[src/rtl/uart_frame_pkg.sv]
// Shared types and constants for the UART command framer.
package uart_frame_pkg;

    typedef enum logic [2:0] {
        ST_IDLE,
        ST_CMD,
        ST_LEN,
        ST_PAYLOAD,
        ST_CHK
    } frame_state_t;

    localparam logic [1:0] ERR_LEN     = 2'b01;
    localparam logic [1:0] ERR_CHK     = 2'b10;
    localparam logic [1:0] ERR_TIMEOUT = 2'b11;

    localparam logic [7:0] SYNC_BYTE_DEFAULT = 8'hAA;

endpackage

[src/rtl/uart_frame_timer.sv]
// Inter-byte watchdog: counts idle clocks while enabled, flags expiry on the
// (TIMEOUT_CYCLES-1)th count unless a clear arrives on that same cycle.
module uart_frame_timer #(
    parameter int unsigned TIMEOUT_CYCLES = 1_000_000
) (
    input  logic i_clk,
    input  logic i_rst,
    input  logic i_clear,
    input  logic i_enable,
    output logic o_expire_c
);

    localparam int unsigned CNT_W = (TIMEOUT_CYCLES > 1) ? $clog2(TIMEOUT_CYCLES) : 1;
    localparam logic [CNT_W-1:0] LAST = CNT_W'(TIMEOUT_CYCLES - 1);

    logic [CNT_W-1:0] r_count;

    // A byte on the expiry cycle wins over the timeout.
    assign o_expire_c = i_enable && !i_clear && (r_count == LAST);

    always_ff @(posedge i_clk or posedge i_rst) begin
        if (i_rst) begin
            r_count <= '0;
        end else if (i_clear || !i_enable || o_expire_c) begin
            r_count <= '0;
        end else begin
            r_count <= r_count + CNT_W'(1);
        end
    end

endmodule

[src/rtl/uart_cmd_framer.sv]
// Assembles SYNC/CMD/LEN/PAYLOAD/CHK frames from the UART byte stream and
// publishes validated commands; aborts on bad length, checksum or timeout.
module uart_cmd_framer
    import uart_frame_pkg::*;
#(
    parameter logic [7:0]  SYNC_BYTE      = SYNC_BYTE_DEFAULT,
    parameter int unsigned MAX_LEN        = 4,
    parameter int unsigned TIMEOUT_CYCLES = 1_000_000
) (
    input  logic                       clk,
    input  logic                       rst,
    input  logic [7:0]                 rx_data,
    input  logic                       rx_done,
    output logic [7:0]                 frame_cmd,
    output logic [$clog2(MAX_LEN+1)-1:0] frame_len,
    output logic [8*MAX_LEN-1:0]       frame_payload,
    output logic                       frame_valid,
    output logic                       frame_err,
    output logic [1:0]                 err_code,
    output logic                       busy
);

    localparam int unsigned LEN_W     = $clog2(MAX_LEN + 1);
    localparam logic [7:0]  MAX_LEN_B = 8'(MAX_LEN);

    frame_state_t          r_state;
    logic [7:0]            r_cmd;
    logic [7:0]            r_acc;
    logic [LEN_W-1:0]      r_len;
    logic [LEN_W-1:0]      r_cnt;
    logic [8*MAX_LEN-1:0]  r_payload;
    logic                  w_timer_en;
    logic                  w_expire;

    assign w_timer_en = (r_state != ST_IDLE);

    uart_frame_timer #(
        .TIMEOUT_CYCLES(TIMEOUT_CYCLES)
    ) u_timer (
        .i_clk      (clk),
        .i_rst      (rst),
        .i_clear    (rx_done),
        .i_enable   (w_timer_en),
        .o_expire_c (w_expire)
    );

    always_ff @(posedge clk or posedge rst) begin
        if (rst) begin
            r_state       <= ST_IDLE;
            r_cmd         <= '0;
            r_acc         <= '0;
            r_len         <= '0;
            r_cnt         <= '0;
            r_payload     <= '0;
            frame_cmd     <= '0;
            frame_len     <= '0;
            frame_payload <= '0;
            frame_valid   <= 1'b0;
            frame_err     <= 1'b0;
            err_code      <= '0;
            busy          <= 1'b0;
        end else begin
            frame_valid <= 1'b0;
            frame_err   <= 1'b0;
            if (rx_done) begin
                case (r_state)
                    ST_IDLE: begin
                        if (rx_data == SYNC_BYTE) begin
                            r_state <= ST_CMD;
                            busy    <= 1'b1;
                        end
                    end
                    ST_CMD: begin
                        r_cmd   <= rx_data;
                        r_acc   <= rx_data;
                        r_state <= ST_LEN;
                    end
                    ST_LEN: begin
                        if (rx_data > MAX_LEN_B) begin
                            frame_err <= 1'b1;
                            err_code  <= ERR_LEN;
                            r_state   <= ST_IDLE;
                            busy      <= 1'b0;
                        end else begin
                            r_len     <= LEN_W'(rx_data);
                            r_acc     <= r_acc ^ rx_data;
                            r_cnt     <= '0;
                            r_payload <= '0;
                            r_state   <= (rx_data == 8'd0) ? ST_CHK : ST_PAYLOAD;
                        end
                    end
                    ST_PAYLOAD: begin
                        for (int i = 0; i < int'(MAX_LEN); i++) begin
                            if (r_cnt == LEN_W'(i)) begin
                                r_payload[8*i +: 8] <= rx_data;
                            end
                        end
                        r_acc <= r_acc ^ rx_data;
                        r_cnt <= r_cnt + LEN_W'(1);
                        if (r_cnt == r_len - LEN_W'(1)) begin
                            r_state <= ST_CHK;
                        end
                    end
                    ST_CHK: begin
                        if (rx_data == r_acc) begin
                            frame_valid   <= 1'b1;
                            frame_cmd     <= r_cmd;
                            frame_len     <= r_len;
                            frame_payload <= r_payload;
                        end else begin
                            frame_err <= 1'b1;
                            err_code  <= ERR_CHK;
                        end
                        r_state <= ST_IDLE;
                        busy    <= 1'b0;
                    end
                    default: begin
                        r_state <= ST_IDLE;
                        busy    <= 1'b0;
                    end
                endcase
            end else if (w_expire) begin
                frame_err <= 1'b1;
                err_code  <= ERR_TIMEOUT;
                r_state   <= ST_IDLE;
                busy      <= 1'b0;
            end
        end
    end

endmodule
[config.mk]
export PLATFORM = sky130hd
export DESIGN_NAME = uart_cmd_framer
export DESIGN_NICKNAME = d
export VERILOG_FILES = /design/src/rtl/uart_frame_pkg.sv /design/src/rtl/uart_frame_timer.sv /design/src/rtl/uart_cmd_framer.sv
export SDC_FILE = /design/constraint.sdc
export NUM_CORES = 1
export LEC_CHECK = 0
export BUFFER_PORTS_ARGS = -buffer_cell sky130_fd_sc_hd__buf_2
export CORE_MARGIN = 2
export CORE_UTILIZATION = 59
export DETAILED_ROUTE_END_ITERATION = 8
export PLACE_DENSITY = 0.83
export SLEW_MARGIN = 10
export SYNTH_ARGS = -nofsm -noshare
export SYNTH_HDL_FRONTEND = slang
export SYNTH_HIERARCHICAL = 1
export SYNTH_SLANG_ARGS = --single-unit
[constraint.sdc]
create_clock -name clk -period 3.46 [get_ports clk]
set_input_delay 0.346 -clock clk [delete_from_list [all_inputs] [get_ports clk]]
set_output_delay 0.346 -clock clk [all_outputs]
set_load 0.1 [all_outputs]
# After elaboration in Yosys (flattened, before gate mapping)
# Index checks and enable logic that the tools add are counted.
[word_totals]
reg_bits = 125
latch_bits = 0
mem_bits_rw = 0
romBits = 0
inputBits = 11
output_inout_bits = 48
elab_cells = 107
n_memories = 0
[op_classes]
addsub = 3
multipliers = 0
div_mod_pow = 0
n_lt_le_gt_ge = 1
eq_ne = 22
n_shift = 0
muxes = 36
n_bitwise = 2
reduce_logical = 26
[op_table]
columns = ["cell", "n"]
rows = [
  ["32-bit one-hot mux with 2 select lines", 1],
  ["8-bit 2-to-1 mux", 5],
  ["32-bit 2-to-1 mux", 1],
  ["8-bit one-hot mux with 3 select lines", 1],
  ["4-bit AND reduction", 6],
  ["3-bit 2-to-1 mux", 7],
  ["20-bit by 1-bit adder with 20-bit output, second input constant", 1],
  ["20-bit equality test, second input constant", 1],
  ["20-bit 2-to-1 mux", 1],
  ["3-bit AND reduction", 5],
  ["3-bit by 2-bit equality test with 1-bit output, second input constant", 4],
  ["2-bit inequality test, second input constant", 6],
  ["3-bit inequality test, second input constant", 4],
  ["3-bit one-hot mux with 4 select lines", 1],
  ["1-bit 2-to-1 mux", 11],
  ["8-bit equality test", 1],
  ["8-bit equality test, second input constant", 1],
  ["8-bit by 3-bit > comparator with 1-bit output, second input constant", 1],
  ["8-bit zero test", 1],
  ["2-bit 2-to-1 mux", 4],
  ["8-bit XOR", 1],
  ["3-bit by 1-bit equality test with 1-bit output, second input constant", 2],
  ["3-bit zero test", 2],
  ["3-bit one-hot mux with 2 select lines", 1],
  ["other kinds (16)", 21],
]

# Longest topological paths before layout
[depth]
depth_word = 5
mapped_depth = 8
mapped_depth_nobuf = 8

# Cells and area by module
# Netlist, hierarchy kept.
[modules_own_cells]
columns = ["mod", "instances", "cells_each", "area_each_um2", "seq_area_each_um2"]
rows = [
  ["uart_cmd_framer", 1, 365, 4794.6, 2627.5],
  ["uart_frame_timer", 1, 103, 1039.7, 500.5],
]

# Worst setup path before layout
# Ideal clock, no wire load.
[synth_timing]
kind = "input to register"
start = "in rx_data[3]"
end = "reg r_payload[0]"
setup_ns = 0.125
arrival_time_ns = 2.009
required_time_ns = 3.335
path_slack_ns = 1.326
path_stages = 5
n_path_buf = 1
cell_sequence = "buf_4 > or3_4 > nor4_4 > a31oi_4 > mux2_4"
[synth_between]
elab_chain_len = 3
[synth_lines]
columns = ["item", "line_no", "rtl"]
rows = [
  ["start: declaration", "uart_cmd_framer.sv:12", "input logic [7:0] rx_data,"],
  ["8-bit by 3-bit > comparator with 1-bit output", "uart_cmd_framer.sv:79", "if (rx_data > MAX_LEN_B) begin"],
  ["2-bit inequality test (no line)", "-", ""],
  ["4-bit AND reduction (no line)", "-", ""],
  ["end signal: indexed assignment", "uart_cmd_framer.sv:95", "r_payload[8*i +: 8] <= rx_data;"],
  ["end: declaration", "uart_cmd_framer.sv:31", "logic [8*MAX_LEN-1:0] r_payload;"],
]
# No other way between the ends.
# A chain may end at the register's enable or synchronous reset.

# Worst setup path in the final report
[layout_timing]
start = "reg r_state[1]"
end = "reg r_payload[16]"
[layout_between]
elab_chain_len = 3
[layout_lines]
columns = ["item", "line_no", "rtl"]
rows = [
  ["start: declaration", "uart_cmd_framer.sv:26", "frame_state_t r_state;"],
  ["start signal: assignment", "uart_cmd_framer.sv:89", "r_state <= (rx_data == 8'd0) ? ST_CHK : ST_PAYLOAD;"],
  ["3-bit by 2-bit equality test with 1-bit output", "uart_cmd_framer.sv:66", "case (r_state)"],
  ["2-bit inequality test (no line) or 2-bit nonzero test (tied branches)", "-", ""],
  ["4-bit AND reduction (no line)", "-", ""],
]
# Several ways; a longest one is shown, not always the timed one.

==> flow_summary_export.csv <==
group,metric,value,unit
status,status,"finished, final reports clean",
critical_path,r2r_end,"r_payload[16]",
floorplan,coreArea,9680,µm²
grt,antenna_found_initial,0,
timing,layout_min_cycle_time,2.33,ns
critical_path,timing.rr.start,"r_state[1]",
clocking,path_clk_slew,0.06,ns
worst_hold_path,worstHoldStart,"rx_data[4]",
synth,synthesis.nets,486,
timing,rsz0062_at_grt,"false",
clocking,post_cts_resized,0,
clocking,clkLatencyLatePin,0.53,ns
grt,grt_start_max_net_pins,63,
clocking,htree_levels,4,
worst_hold_path,whs_endpoint,"r_cmd[4]",
critical_path,crit_chain,"nor2b_1 -> buf_4 -> and2_0 -> a31oi_4 -> mux2_4",
floorplan,die-area,10700,µm²
synth,ys.flop_type,"dfrtp_1",
power,peakVddDrop,323,µV
timing,slew_viol_final,0,
critical_path,r2r_slack,1.13,ns
critical_path,critPathMaxStageDelay,0.56,ns
synth,synth_top_family_by_area,"multiplexers",
synth,synth_adder_area_share,0.0150,
timing,maxSlewHeadroom,0.414,
synth,syn_inst,468,
floorplan,dieHeight,103,µm
clocking,cts_setup_buffers,0,
synth,ys_ff_latch,125,
layout,fill_cells,639,
floorplan,die_w,103,µm
synth,synth_compound_gate_area_share,0.0746,
layout,drive_above_1_share,0.346,
synth,synth_area_per_cell,12.5,µm²
grt,grt_pass1_vias,3922,
clocking,ctsLongestPathBuffers,2,
floorplan,rows,36,
detailed_routing,wl_per_cell,18.7,µm
critical_path,cp.required,3.87,ns
layout,final_cell_mix,"dfrtp_1, buf_2, nand2_1",
worst_hold_path,worstHoldPathType,"input port to flop",
clocking,cts_tree,"yes",
synth,synthArstFlopShare,1.00,
timing,setup-violations-final,0,
detailed_routing,routed_wl,12.6,mm
critical_path,crit_fanout,18,
synth,synth_edf_count,0,
critical_path,cp.arrival,2.74,ns
critical_path,cp-end-kind,"flop",
clocking,cts_buffers,17,
timing,tightest_slew,0.872,ns
timing,skew,0.00939,ns
layout,n_antenna_cell,0,
synth,synth_cell_types,62,
synth,ys_seq_area_frac,0.536,
timing,fin_tns_setup,0,ns
worst_hold_path,holdPathStages,3,
clocking,ctsHoldBuffers,1,
synth,ys.warnings.count,6,
layout,area_delta_synth_final,17.2,%
layout,nNetsFinal,548,
floorplan,initial_core_util,0.602,
synth,synth_mux_area_frac,0.179,
place,dp_slack,1.05,ns
critical_path,cp_top_family,"simple AND/OR/NAND/NOR gates",
detailed_routing,final_antenna_net_count,0,
detailed_routing,drtIter0Drc,282,
grt,grt_usage,0.254,
grt,grt_overflow,0,
critical_path,worstSetupPathType,"flop to flop",
critical_path,cp_num_buf_inv,1,
flow_run,max_cap_viol_count,0,
detailed_routing,vias,3972,
detailed_routing,drc,0,
timing,fin_crit_sh,0.675,
detailed_routing,first_pass_iters,7,
critical_path,r2r_cells,5,
clocking,cts.sinks,125,
place,dp_hpwl,8.20,mm
detailed_routing,vias_per_cell,5.88,
synth,syn-cell-area,5830,µm²
timing,hold_violations,0,
place,place_congestion,0.963,
clocking,root_buffer,"clkbuf_8",
timing,timing.fmax,428,MHz
power,power_density,491,nW/µm²
critical_path,cpMaxStageDelayCell,"dfrtp_1",
floorplan,ios,59,
grt,grt_pass1_wl,20.3,mm
layout,final_common_cell,"dfrtp_1",
synth,yosys.area_share.simple,0.129,
critical_path,critPathLaunchType,"flop",
power,cellLeakagePower,3.51,nW
place,port_buffers,58,
timing,fin_ws,1.13,ns
synth,synth_xor_area_frac,0.0369,
worst register-to-register path: cells and delay by family (launching register included):
kind            cells  cell delay [ns]
mux                 1             0.37
compound gates      1             0.31
flops               1             0.56
simple gates        2             0.74
buf+inv             1             0.25
registers in the layout, summed over array words and instances (netlist names):
signal / flops
frame_cmd: 8
r_state: 3
u_timer/r_count: 20
frame_len: 3
r_acc: 8
frame_err: 1
r_payload: 32
frame_payload: 32
err_code: 2
r_cnt: 3
frame_valid: 1
busy: 1
r_cmd: 8
r_len: 3
report_power, final:
part | switching, mW | internal (mW)
logic | 0.0959 | 0.0310
clock network | 0.697 | 1.04
registers | 0.0123 | 1.48
final cells by class:
type / count / area [µm²] / area share
inverters: 12 / 47.5 / 0.00696
clock buffers: 18 / 418 / 0.0611
multi-input cells: 306 / 2550 / 0.373
flip-flops and latches: 125 / 3130 / 0.458
clock inverters: 14 / 160 / 0.0234
well taps: 133 / 166 / 0.0243
repair buffers: 68 / 368 / 0.0538
kinds of logic (layout without fill, tap and decap cells):
logic type	after synthesis	in the layout
and+or+nand+nor	134	134
buffers and inverters	37	112
xor gates and xnor gates	23	23
adders and majority gates	7	7
DFF	125	125
AOI/OAI and AO/OA	59	59
muxes	83	83
cell usage after synthesis (all sizes together), types with 2 or more instances:
cell type	instances	area [µm²]
and2	5	32.5
or2	2	12.5
o31ai	4	30.0
nor4	4	40.0
ha	7	87.6
xor2	20	175
a211oi	2	15.0
nand3b	2	15.0
nand2b	4	25.0
nand2	42	160
mux2	76	976
nand4	8	50.1
a21oi	17	88.8
or3	6	42.5
o22ai	3	18.8
and4	3	28.8
a31oi	11	129
a311oi	3	26.3
and3	11	70.1
inv	12	45.0
buf	13	78.8
nand3	9	70.1
or4	3	26.3
a21boi	2	15.0
nor2b	4	25.0
nor3	4	20.0
mux2i	7	70.1
dfrtp	125	3130
nor2	21	78.8
o21ai	9	45.0
a21o	2	15.0
xnor2	2	17.5
clkbuf	12	45.0
metal layers:
| layer | vias to the layer above | GRT usage | share of wire |
|---|---|---|---|
| met3 | 36 | 0.0531 | 0.052 |
| met2 | 156 | 0.406 | 0.49 |
| met5 | - | 0 | 0 |
| li1 | 1803 | - | - |
| met4 | 0 | 0.110 | 0.027 |
| met1 | 1977 | 0.338 | 0.43 |
stage by stage:
stage               total power, mW  hold WS [ns]  cells  cell area (µm²)   util
global placement               1.64         0.454    643             6250  0.645
finish                         3.36         0.115    676             6840  0.706
detailed placement             1.64         0.459    643             6250  0.645
floorplan                      1.61         0.310    468             5830      -
global route                   3.46         0.114    676             6840  0.706
CTS                            3.37        0.0976    676             6840  0.706
how the worst max path moves through the flow:
stage               startpoint       endpoint  depth (start not counted)
CTS                 r_state[1]   r_payload[5]                          5
floorplan                  rst           busy                          1
global placement    rx_data[7]  r_payload[13]                          5
detailed placement  rx_data[7]  r_payload[15]                          5
finish              r_state[1]  r_payload[16]                          5
global route        r_state[1]   r_payload[5]                          5
Power figures use the tool's default switching activity.
